===== src/rtl/camera_capture_pkg.sv =====
// Shared types and constants for the camera capture path: default frame
// geometry, RGB444/RGB332 field layout, FSM state encoding and the colour
// conversion used when a pixel is written to the frame buffer.
package camera_capture_pkg;

    localparam int WIDTH_DEF  = 176;
    localparam int HEIGHT_DEF = 144;
    localparam int ADDR_W_DEF = 15;

    // Nibble positions inside the two camera bytes of one RGB444 pixel.
    localparam int EVEN_R_LSB = 0;   // even byte = {don't care, R}
    localparam int ODD_G_LSB  = 4;   // odd byte  = {G, B}
    localparam int ODD_B_LSB  = 0;

    typedef enum logic [1:0] {
        WAIT_VS = 2'd0,
        VBLANK  = 2'd1,
        ACTIVE  = 2'd2
    } state_t;

    typedef struct packed {
        logic [3:0] r;
        logic [3:0] g;
        logic [3:0] b;
    } rgb444_t;

    typedef struct packed {
        logic [2:0] r;
        logic [2:0] g;
        logic [1:0] b;
    } rgb332_t;

    // Keep the most significant bits of each channel.
    function automatic rgb332_t rgb444_to_rgb332(input rgb444_t p);
        rgb332_t q;
        q.r = p.r[3:1];
        q.g = p.g[3:1];
        q.b = p.b[3:2];
        return q;
    endfunction

endpackage


===== src/rtl/camera_capture_sync_edge_detect.sv =====
// Registers VSYNC/HREF once and reports their edges. The raw inputs are
// passed through undelayed to the rest of the capture logic; only the
// edge pulses depend on the registered copies.
module camera_capture_sync_edge_detect (
    input  logic CLK,
    input  logic RESET_N,
    input  logic VSYNC,
    input  logic HREF,
    output logic vsync_rise,
    output logic href_fall
);

    logic vsync_q;
    logic href_q;

    // One-cycle history of the sync inputs.
    always_ff @(posedge CLK or negedge RESET_N) begin
        if (!RESET_N) begin
            vsync_q <= 1'b0;
            href_q  <= 1'b0;
        end else begin
            // NOTE: non-blocking assignments so every register samples the pre-edge values.
            vsync_q <= VSYNC;
            href_q  <= HREF;
        end
    end

    assign vsync_rise = VSYNC & ~vsync_q;
    assign href_fall  = ~HREF & href_q;

endmodule


===== src/rtl/camera_capture.sv =====
// Camera byte-stream capture: assembles RGB444 pixels (high byte first),
// converts them to RGB332 and writes them to the frame buffer at
// row_base + x. Optional macro COLOR_STATS_EN adds per-frame red/blue
// pixel counters on RED_CNT/BLUE_CNT.
module camera_capture
    import camera_capture_pkg::*;
#(
    parameter int WIDTH  = WIDTH_DEF,
    parameter int HEIGHT = HEIGHT_DEF,
    parameter int ADDR_W = ADDR_W_DEF
) (
    input  logic              CLK,
    input  logic              RESET_N,
    input  logic              VSYNC,
    input  logic              HREF,
    input  logic [7:0]        DATA,
    output logic              W_EN,
    output logic [ADDR_W-1:0] W_ADDR,
    output logic [7:0]        W_DATA,
    output logic              FRAME_DONE,
    output logic              ROW_ERR
`ifdef COLOR_STATS_EN
    ,
    output logic [ADDR_W-1:0] RED_CNT,
    output logic [ADDR_W-1:0] BLUE_CNT
`endif
);

    localparam int XW = $clog2(WIDTH + 1);
    localparam int YW = $clog2(HEIGHT + 1);

    state_t            state, state_next;
    logic [XW-1:0]     x;
    logic [YW-1:0]     y;
    logic [ADDR_W-1:0] row_base;
    logic              phase;
    logic [3:0]        red_lat;
    logic              vsync_rise, href_fall;

    logic              clear, capture, row_end, fdone, pix_write;
    rgb444_t           pix;

    camera_capture_sync_edge_detect u_edges (
        .CLK        (CLK),
        .RESET_N    (RESET_N),
        .VSYNC      (VSYNC),
        .HREF       (HREF),
        .vsync_rise (vsync_rise),
        .href_fall  (href_fall)
    );

    // Frame state register.
    always_ff @(posedge CLK or negedge RESET_N) begin
        if (!RESET_N) state <= WAIT_VS;
        else          state <= state_next;
    end

    // Next state and per-cycle control decisions.
    always_comb begin
        // NOTE: every output gets a default first so no path infers a latch.
        state_next = state;
        clear      = 1'b0;
        capture    = 1'b0;
        row_end    = 1'b0;
        fdone      = 1'b0;
        case (state)
            WAIT_VS: if (VSYNC) state_next = VBLANK;
            VBLANK: begin
                clear = 1'b1;
                if (!VSYNC) state_next = ACTIVE;
            end
            ACTIVE: begin
                capture = HREF & ~VSYNC;
                row_end = href_fall;
                // A row closing in the same cycle still counts towards y > 0.
                fdone   = vsync_rise & ((y != '0) | (href_fall & (x != '0)));
                if (VSYNC) state_next = VBLANK;
            end
            default: state_next = WAIT_VS;
        endcase
        pix       = '{r: red_lat, g: DATA[ODD_G_LSB +: 4], b: DATA[ODD_B_LSB +: 4]};
        pix_write = capture & phase & (x < XW'(WIDTH)) & (y < YW'(HEIGHT));
    end

    // Pixel assembly, raster counters and registered write port.
    always_ff @(posedge CLK or negedge RESET_N) begin
        if (!RESET_N) begin
            x          <= '0;
            y          <= '0;
            row_base   <= '0;
            phase      <= 1'b0;
            red_lat    <= '0;
            W_EN       <= 1'b0;
            W_ADDR     <= '0;
            W_DATA     <= '0;
            FRAME_DONE <= 1'b0;
            ROW_ERR    <= 1'b0;
        end else begin
            W_EN       <= pix_write;
            FRAME_DONE <= fdone;
            ROW_ERR    <= row_end & phase;
            if (pix_write) begin
                W_ADDR <= row_base + ADDR_W'(x);
                W_DATA <= rgb444_to_rgb332(pix);
            end
            if (clear) begin
                x        <= '0;
                y        <= '0;
                row_base <= '0;
                phase    <= 1'b0;
            end else if (capture) begin
                if (!phase) begin
                    red_lat <= DATA[EVEN_R_LSB +: 4];
                    phase   <= 1'b1;
                end else begin
                    phase <= 1'b0;
                    if (x < XW'(WIDTH)) x <= x + XW'(1);
                end
            end else if (row_end) begin
                // Dangling even byte is dropped; y stops at HEIGHT so it never wraps.
                x     <= '0;
                phase <= 1'b0;
                if ((x != '0) && (y < YW'(HEIGHT))) begin
                    y        <= y + YW'(1);
                    row_base <= row_base + ADDR_W'(WIDTH);
                end
            end
        end
    end

`ifdef COLOR_STATS_EN
    logic [ADDR_W-1:0] red_acc, blue_acc;
    logic              vblank_entry, is_red, is_blue;

    assign vblank_entry = (state != VBLANK) && (state_next == VBLANK);
    assign is_red       = pix.r[3] & ~pix.g[3] & ~pix.b[3];
    assign is_blue      = pix.b[3] & ~pix.r[3] & ~pix.g[3];

    // Per-frame colour counters, published on FRAME_DONE.
    always_ff @(posedge CLK or negedge RESET_N) begin
        if (!RESET_N) begin
            red_acc  <= '0;
            blue_acc <= '0;
            RED_CNT  <= '0;
            BLUE_CNT <= '0;
        end else begin
            if (fdone) begin
                RED_CNT  <= red_acc;
                BLUE_CNT <= blue_acc;
            end
            if (vblank_entry) begin
                red_acc  <= '0;
                blue_acc <= '0;
            end else if (pix_write) begin
                if (is_red)  red_acc  <= red_acc + ADDR_W'(1);
                if (is_blue) blue_acc <= blue_acc + ADDR_W'(1);
            end
        end
    end
`else
    // Colour statistics are not built in this configuration.
`endif

endmodule


===== config.mk =====
export PLATFORM = sky130hd
export DESIGN_NAME = camera_capture
export DESIGN_NICKNAME = d
export VERILOG_FILES = /design/src/rtl/camera_capture_pkg.sv /design/src/rtl/camera_capture_sync_edge_detect.sv /design/src/rtl/camera_capture.sv
export SDC_FILE = /design/constraint.sdc
export NUM_CORES = 1
export LEC_CHECK = 0
export BUFFER_PORTS_ARGS = -buffer_cell sky130_fd_sc_hd__buf_2
export CAP_MARGIN = 0
export CORE_MARGIN = 1.5
export CORE_UTILIZATION = 52
export CTS_BUF_LIST = sky130_fd_sc_hd__clkbuf_16
export DETAILED_ROUTE_END_ITERATION = 7
export PLACE_DENSITY = 0.76
export SLEW_MARGIN = 5
export SYNTH_ARGS = -nofsm -noshare
export SYNTH_HDL_FRONTEND = slang
export SYNTH_SLANG_ARGS = --single-unit

===== constraint.sdc =====
create_clock -name CLK -period 1.8 [get_ports CLK]
set_clock_uncertainty 0.05 [all_clocks]
set_input_delay 0.09 -clock CLK [delete_from_list [all_inputs] [get_ports CLK]]
set_output_delay 0.09 -clock CLK [all_outputs]
set_load 0.03 [all_outputs]

Word-level counts from Yosys, hierarchy flattened. Cells that the tools add are included.

Flip-flop bits (word level): 66. Bits in latches: 0. Memory bits (writable): 0. Bits in read-only memories: 0. Output and inout port bits: 26. Logic and storage cells: 77. Memories kept: 0.

$add $sub $neg: 4. Multipliers: 0. Divide/modulo/power cells: 0. $lt $le $gt $ge: 2. Equality and inequality tests: 7. Shift-type cells: 0. Muxes and demuxes: 24. Bitwise operators: 15. Reduce and logical (&&, ||, !) cells: 12.

Operator list (count): $mux W8 (9); $mux W15 (4); $add A8 B1 Y8 const B (2); $lt A8 B8 Y1 const B (2); $reduce_bool A8 Y1 (2); $add A15 B8 Y15 (1); $add A15 B8 Y15 const B (1); $and A1 B1 Y1 (9); $reduce_and A3 Y1 (3); $mux W1 (8); $not A1 Y1 (5); $mux W2 (2); $ne A2 B2 Y1 const B (2); $pmux W2 S2 (1); $reduce_bool A2 Y1 (2); $ne A3 B2 Y1 const B (1); $ne A3 B3 Y1 const B (1); $reduce_bool A3 Y1 (1); $eq A2 B1 Y1 const B (1); $eq A2 B2 Y1 const B (1); $logic_not A2 Y1 (1); $ne A2 B1 Y1 const B (1); $reduce_and A2 Y1 (1); $reduce_or A2 Y1 (1); other kinds (2) (2).

Longest topological paths before layout.
Depth after elaboration: 6. Mapped depth: 8.

Hierarchy. Synthesis repeated with hierarchy kept, for this count alone.

Cell total of the unflattened synthesis: 277. Area, all modules: 2971.6 sq um.

By module, submodules not included: camera_capture (instances 1, cells each 273, area each 2894.0 sq um); camera_capture_sync_edge_detect (instances 1, cells each 4, area each 77.6 sq um).

Least setup slack after synthesis. Ideal clock, no wire load.

Kind: register -> register. From: register x[0]. To: register y[7]. Setup time: 0.132 ns. Arrival time: 1.675 ns. Required time: 1.618 ns. Slack: -0.056 ns. Cell stages (with the launch flop): 9. Buffers on the path: 1. Cell sequence: dfrtp_1 inv_1 ha_1 nor4b_1 a21boi_2 o21a_1 buf_2 a41oi_1 nor2_1.

Word-level cells in the longest chain between the ends: 4.

Ends and longest elaborated chain: start, declared (RTL line camera_capture.sv:33) `logic [XW-1:0] x;`; start signal, assigned (RTL line camera_capture.sv:117) `if (x < XW'(WIDTH)) x <= x + XW'(1);`; $reduce_bool A8 Y1 (RTL line camera_capture.sv:123) `if ((x != '0) && (y < YW'(HEIGHT))) begin`; $logic_and A1 B1 Y1 (RTL line camera_capture.sv:123); $reduce_bool A2 Y1 (no source line); $reduce_and A3 Y1 (no source line); end signal, assigned (RTL line camera_capture.sv:124) `y <= y + YW'(1);`; end, declared (RTL line camera_capture.sv:34) `logic [YW-1:0] y;`.

No other way between the ends. A chain may end at the register's enable or synchronous reset.

Worst setup path in the final report.
From: register y[4]. To: register row_base[14].

Word-level cells in the longest chain between the ends: 4.

Ends and longest elaborated chain: $lt A8 B8 Y1 (RTL line camera_capture.sv:123); $logic_and A1 B1 Y1 (RTL line camera_capture.sv:123); $reduce_bool A2 Y1 (no source line); $reduce_and A3 Y1 (no source line); end signal, assigned (RTL line camera_capture.sv:125) `row_base <= row_base + ADDR_W'(WIDTH);`; end, declared (RTL line camera_capture.sv:35) `logic [ADDR_W-1:0] row_base;`.

No other way between the ends.

==> results.md <==
- Clock sink count: 61
- Commonest register cell after synthesis: dfrtp_1
- # fillers: 398
- Slew HR: 64.86%
- Worst-path fanout max: 7
- Vert. Die Dim: 77.93 um
- Power per cell area: 1026 nW/um^2
- Power Internal: 0.002901 W
- Met1 WL: 2928 um
- Met2 routed wirelength: 3224 um
- Starting Density: 53.34%
- First-iteration detailed-routing DRC count: 166
- Leakage power of the design: 1.960 nW
- Syn Nets: 321
- Area contributors post-synth: dfrtp_1, nand2_1, o21ai_0
- Total power: 0.004043 W
- Area Overhead vs Synth: 34.93%
- Chip width: 77.93 um
- CP Launch Type: flip-flop
- Slew @ Worst Pin: 0.5271 ns
- Sw Share: 28.23%
- Ys async rst share: 100.0%
- Clock slew seen by the registers of the worst setup and hold paths: 0.05 ns
- Peak supply drop: 0.6088 mV
- Share of cells above drive strength 1: 30.26%
- Logic pwr share: 19.1%
- Part of the power in the clock network: 40.3%
- Worst Hold Class: input port to async pin
- Number of global-route vias before repair: 2470
- WP buf/inv: 0
- Slowest cell on crit path: or4_1
- NetSw: 0.001141 W
- Crit path largest cell delay: 0.48 ns
- Flops & latches, synth: 61
- Nets@finish: 406
- Met3 wire len: 305 um
- Synth Instances: 300
- Largest net degree at the start of global routing: 26
- CTS Root Cell: clkbuf_16
- Final Cycle Share: 99.80%
- GRT Overall Usage: 23.10%
- CP top delay family: compound AO/OA/AOI/OAI gates
- Critical-path cell list: o31ai_4 > a21boi_4 > o21ai_4 > or4_1 > a21oi_1
- EDFF count, synth: 0
- CTS Buf Count: 9
- Fin crit period: 1.796 ns
- Mapped Area: 2919 sq um
- DR top layer: met4
- Number of vias per cell: 5.379
- Post-synthesis cell type count: 45
- Final cell utilization of the core: 71.97%
- # DRC: 0
- Pre-antenna DRT Iters: 4
- CP required: 2.00 ns
- Post-detail-place hpwl: 4333 um
- Vias: 2485
- Gpl congestion: 0.8405
- I/O Pins: 38
- Rows: 27
- Crit path DAT: 2.00 ns
- Sequential cell area: 1530 sq um
- Sequential share of power: 40.6%
- Max cap viols: 0
- Area leader, netlist: dfrtp_1
- Max Freq: 556.7 MHz
- Crit path kind: flip-flop to flip-flop
- CTS tree: built
- Run status: finished clean
- Post-synthesis sequential area ratio: 52.29%
- First-pass GRT wire length: 10860 um
- Die footprint: 6072 sq um
- WL per Instance: 14.27 um
- Port Buffer Count: 35
- Antenna violations before repair: 0
- Syn Area/Cell: 9.730 sq um
- Diode count: 0
- Synth Warn #: 0
- Nature of the critical path endpoint: flip-flop
- Core Box Area: 5473 sq um
- Setup violations, final: 0
- Pins over their slew limit: 0
- Grt total ovfl: 0
- Final hold violations: 0
- RSZ-0062 raised after global routing: yes
- Clock Tree Buf Depth: 2
- Post-synth top area share: 52.29%
- Final ANT Viol Nets: 0
- Routed WL: 6591 um
- Area taken by multi-input logic gates: 1414 sq um
- H-tree levels: 3
- Clk Latency, worst-skew pair: 0.33 ns
-- through the flow --
step / area [sq um] / worst slack, ns / hold slack (ns) / instances / setup TNS [ns]
finish: 3939 / 0.003548 / 0.2269 / 462 / 0
global route: 3939 / -0.08098 / 0.2806 / 462 / -0.5681
CTS: 3831 / 0.001076 / 0.2378 / 457 / 0
detailed placement: 3412 / -0.04213 / 0.04298 / 430 / -0.07455
global placement: 3412 / 0.006896 / 0.04223 / 430 / 0
floorplan: 2940 / -0.004748 / -0.2556 / 300 / -0.004748
-- per-layer routing --
| metal | GRT usage (%) | vias to the layer above |
|---|---|---|
| met2 | 38.78 | 64 |
| met3 | 6.235 | 15 |
| met5 | 0 | - |
| met1 | 28.07 | 1201 |
| li1 | - | 1205 |
| met4 | 9.464 | 0 |
-- state kept, by name, indices dropped and copies added, names as in the netlist --
signal / flops
y: 8
ROW_ERR: 1
W_EN: 1
x: 8
row_base: 11
FRAME_DONE: 1
red_lat: 3
phase: 1
W_ADDR: 15
W_DATA: 8
u_edges.vsync_q: 1
state: 2
u_edges.href_q: 1
-- placed cells by master, fill, tap and decap left out, types with 6 or more instances in the layout --
master         instances
buf_2                 37
buf_4                 35
clkbuf_16              9
dfrtp_1               58
dlygate4sd3_1          9
ha_1                   7
inv_1                  6
nand2_1               62
nand2b_1               8
nand3_1                6
nor2_1                25
o21ai_0               18
xnor2_1                7
xor2_1                10
-- power groups by stage --
stage	combinational [W]	clock, W	sequential [W]
2_1_floorplan	0.000423	0	0.00170
3_5_place_dp	0.000719	0	0.00166
4_1_cts	0.000750	0.00165	0.00164
5_1_grt	0.000859	0.00171	0.00166
3_3_place_gp	0.000695	0	0.00165
6_report	0.000772	0.00163	0.00164
-- cell families (layout without fill, tap and decap cells) --
kind of cell | after synthesis | in the layout | share of synthesized area, %
flip-flops | 61 | 61 | 52.29
buffers and inverters | 19 | 109 | 2.829
AND/OR/NAND/NOR | 132 | 132 | 20.92
XOR/XNOR | 17 | 17 | 5.101
multiplexers | 7 | 7 | 2.529
adder cells (fa/ha/maj) | 9 | 9 | 3.858
AO/OA/AOI/OAI | 55 | 55 | 12.47
-- area by class of cell --
class	count	share of cell area (%)
timing repair buffer	86	15.09
inverter	7	0.6671
clock inverter	7	1.493
sequential	61	38.85
clock buffer	9	5.718
multi-input combinational	220	35.90
tap	72	2.287
-- synth_stat cells (2+ instances only) --
library cell	instances
a21o_1	2
a21oi_1	8
a41oi_1	2
and3_1	5
buf_2	5
clkbuf_1	5
dfrtp_1	61
ha_1	9
inv_1	6
mux2_2	3
mux2i_1	4
nand2_1	62
nand2b_1	8
nand3_1	6
nand4_1	5
nor2_1	25
nor2b_1	6
nor3_1	3
nor4b_1	3
o2111ai_1	2
o21a_1	2
o21ai_0	23
o31ai_1	5
or3_1	3
or4_1	2
xnor2_1	7
xor2_1	10
-- worst paths after layout --
| path | start | end | slack (ns) | depth (start not counted) |
|---|---|---|---|---|
| setup / recovery | y[4] | row_base[14] | 0.004 | 5 |
| hold / removal | RESET_N | W_DATA[5] | 0.23 | 2 |
| setup reg to reg | y[4] | row_base[14] | 0.004 | 5 |
| hold reg to reg | u_edges.vsync_q | FRAME_DONE | 0.36 | 1 |
| max in group asynchronous | RESET_N | x[6] | 0.72 | 3 |
| min in group CLK | u_edges.vsync_q | FRAME_DONE | 0.36 | 1 |
-- repair_timing --
item                                    4_1_cts  5_1_grt
endpoints found under the setup margin        4       23
cloned                                        0        2
hold buffers                                  9        0
resized for setup                             5       23
buffers inserted                              2        3
endpoints found under the hold margin        35        0
pin swaps                                     6       10
Power figures use the tool's default switching activity.
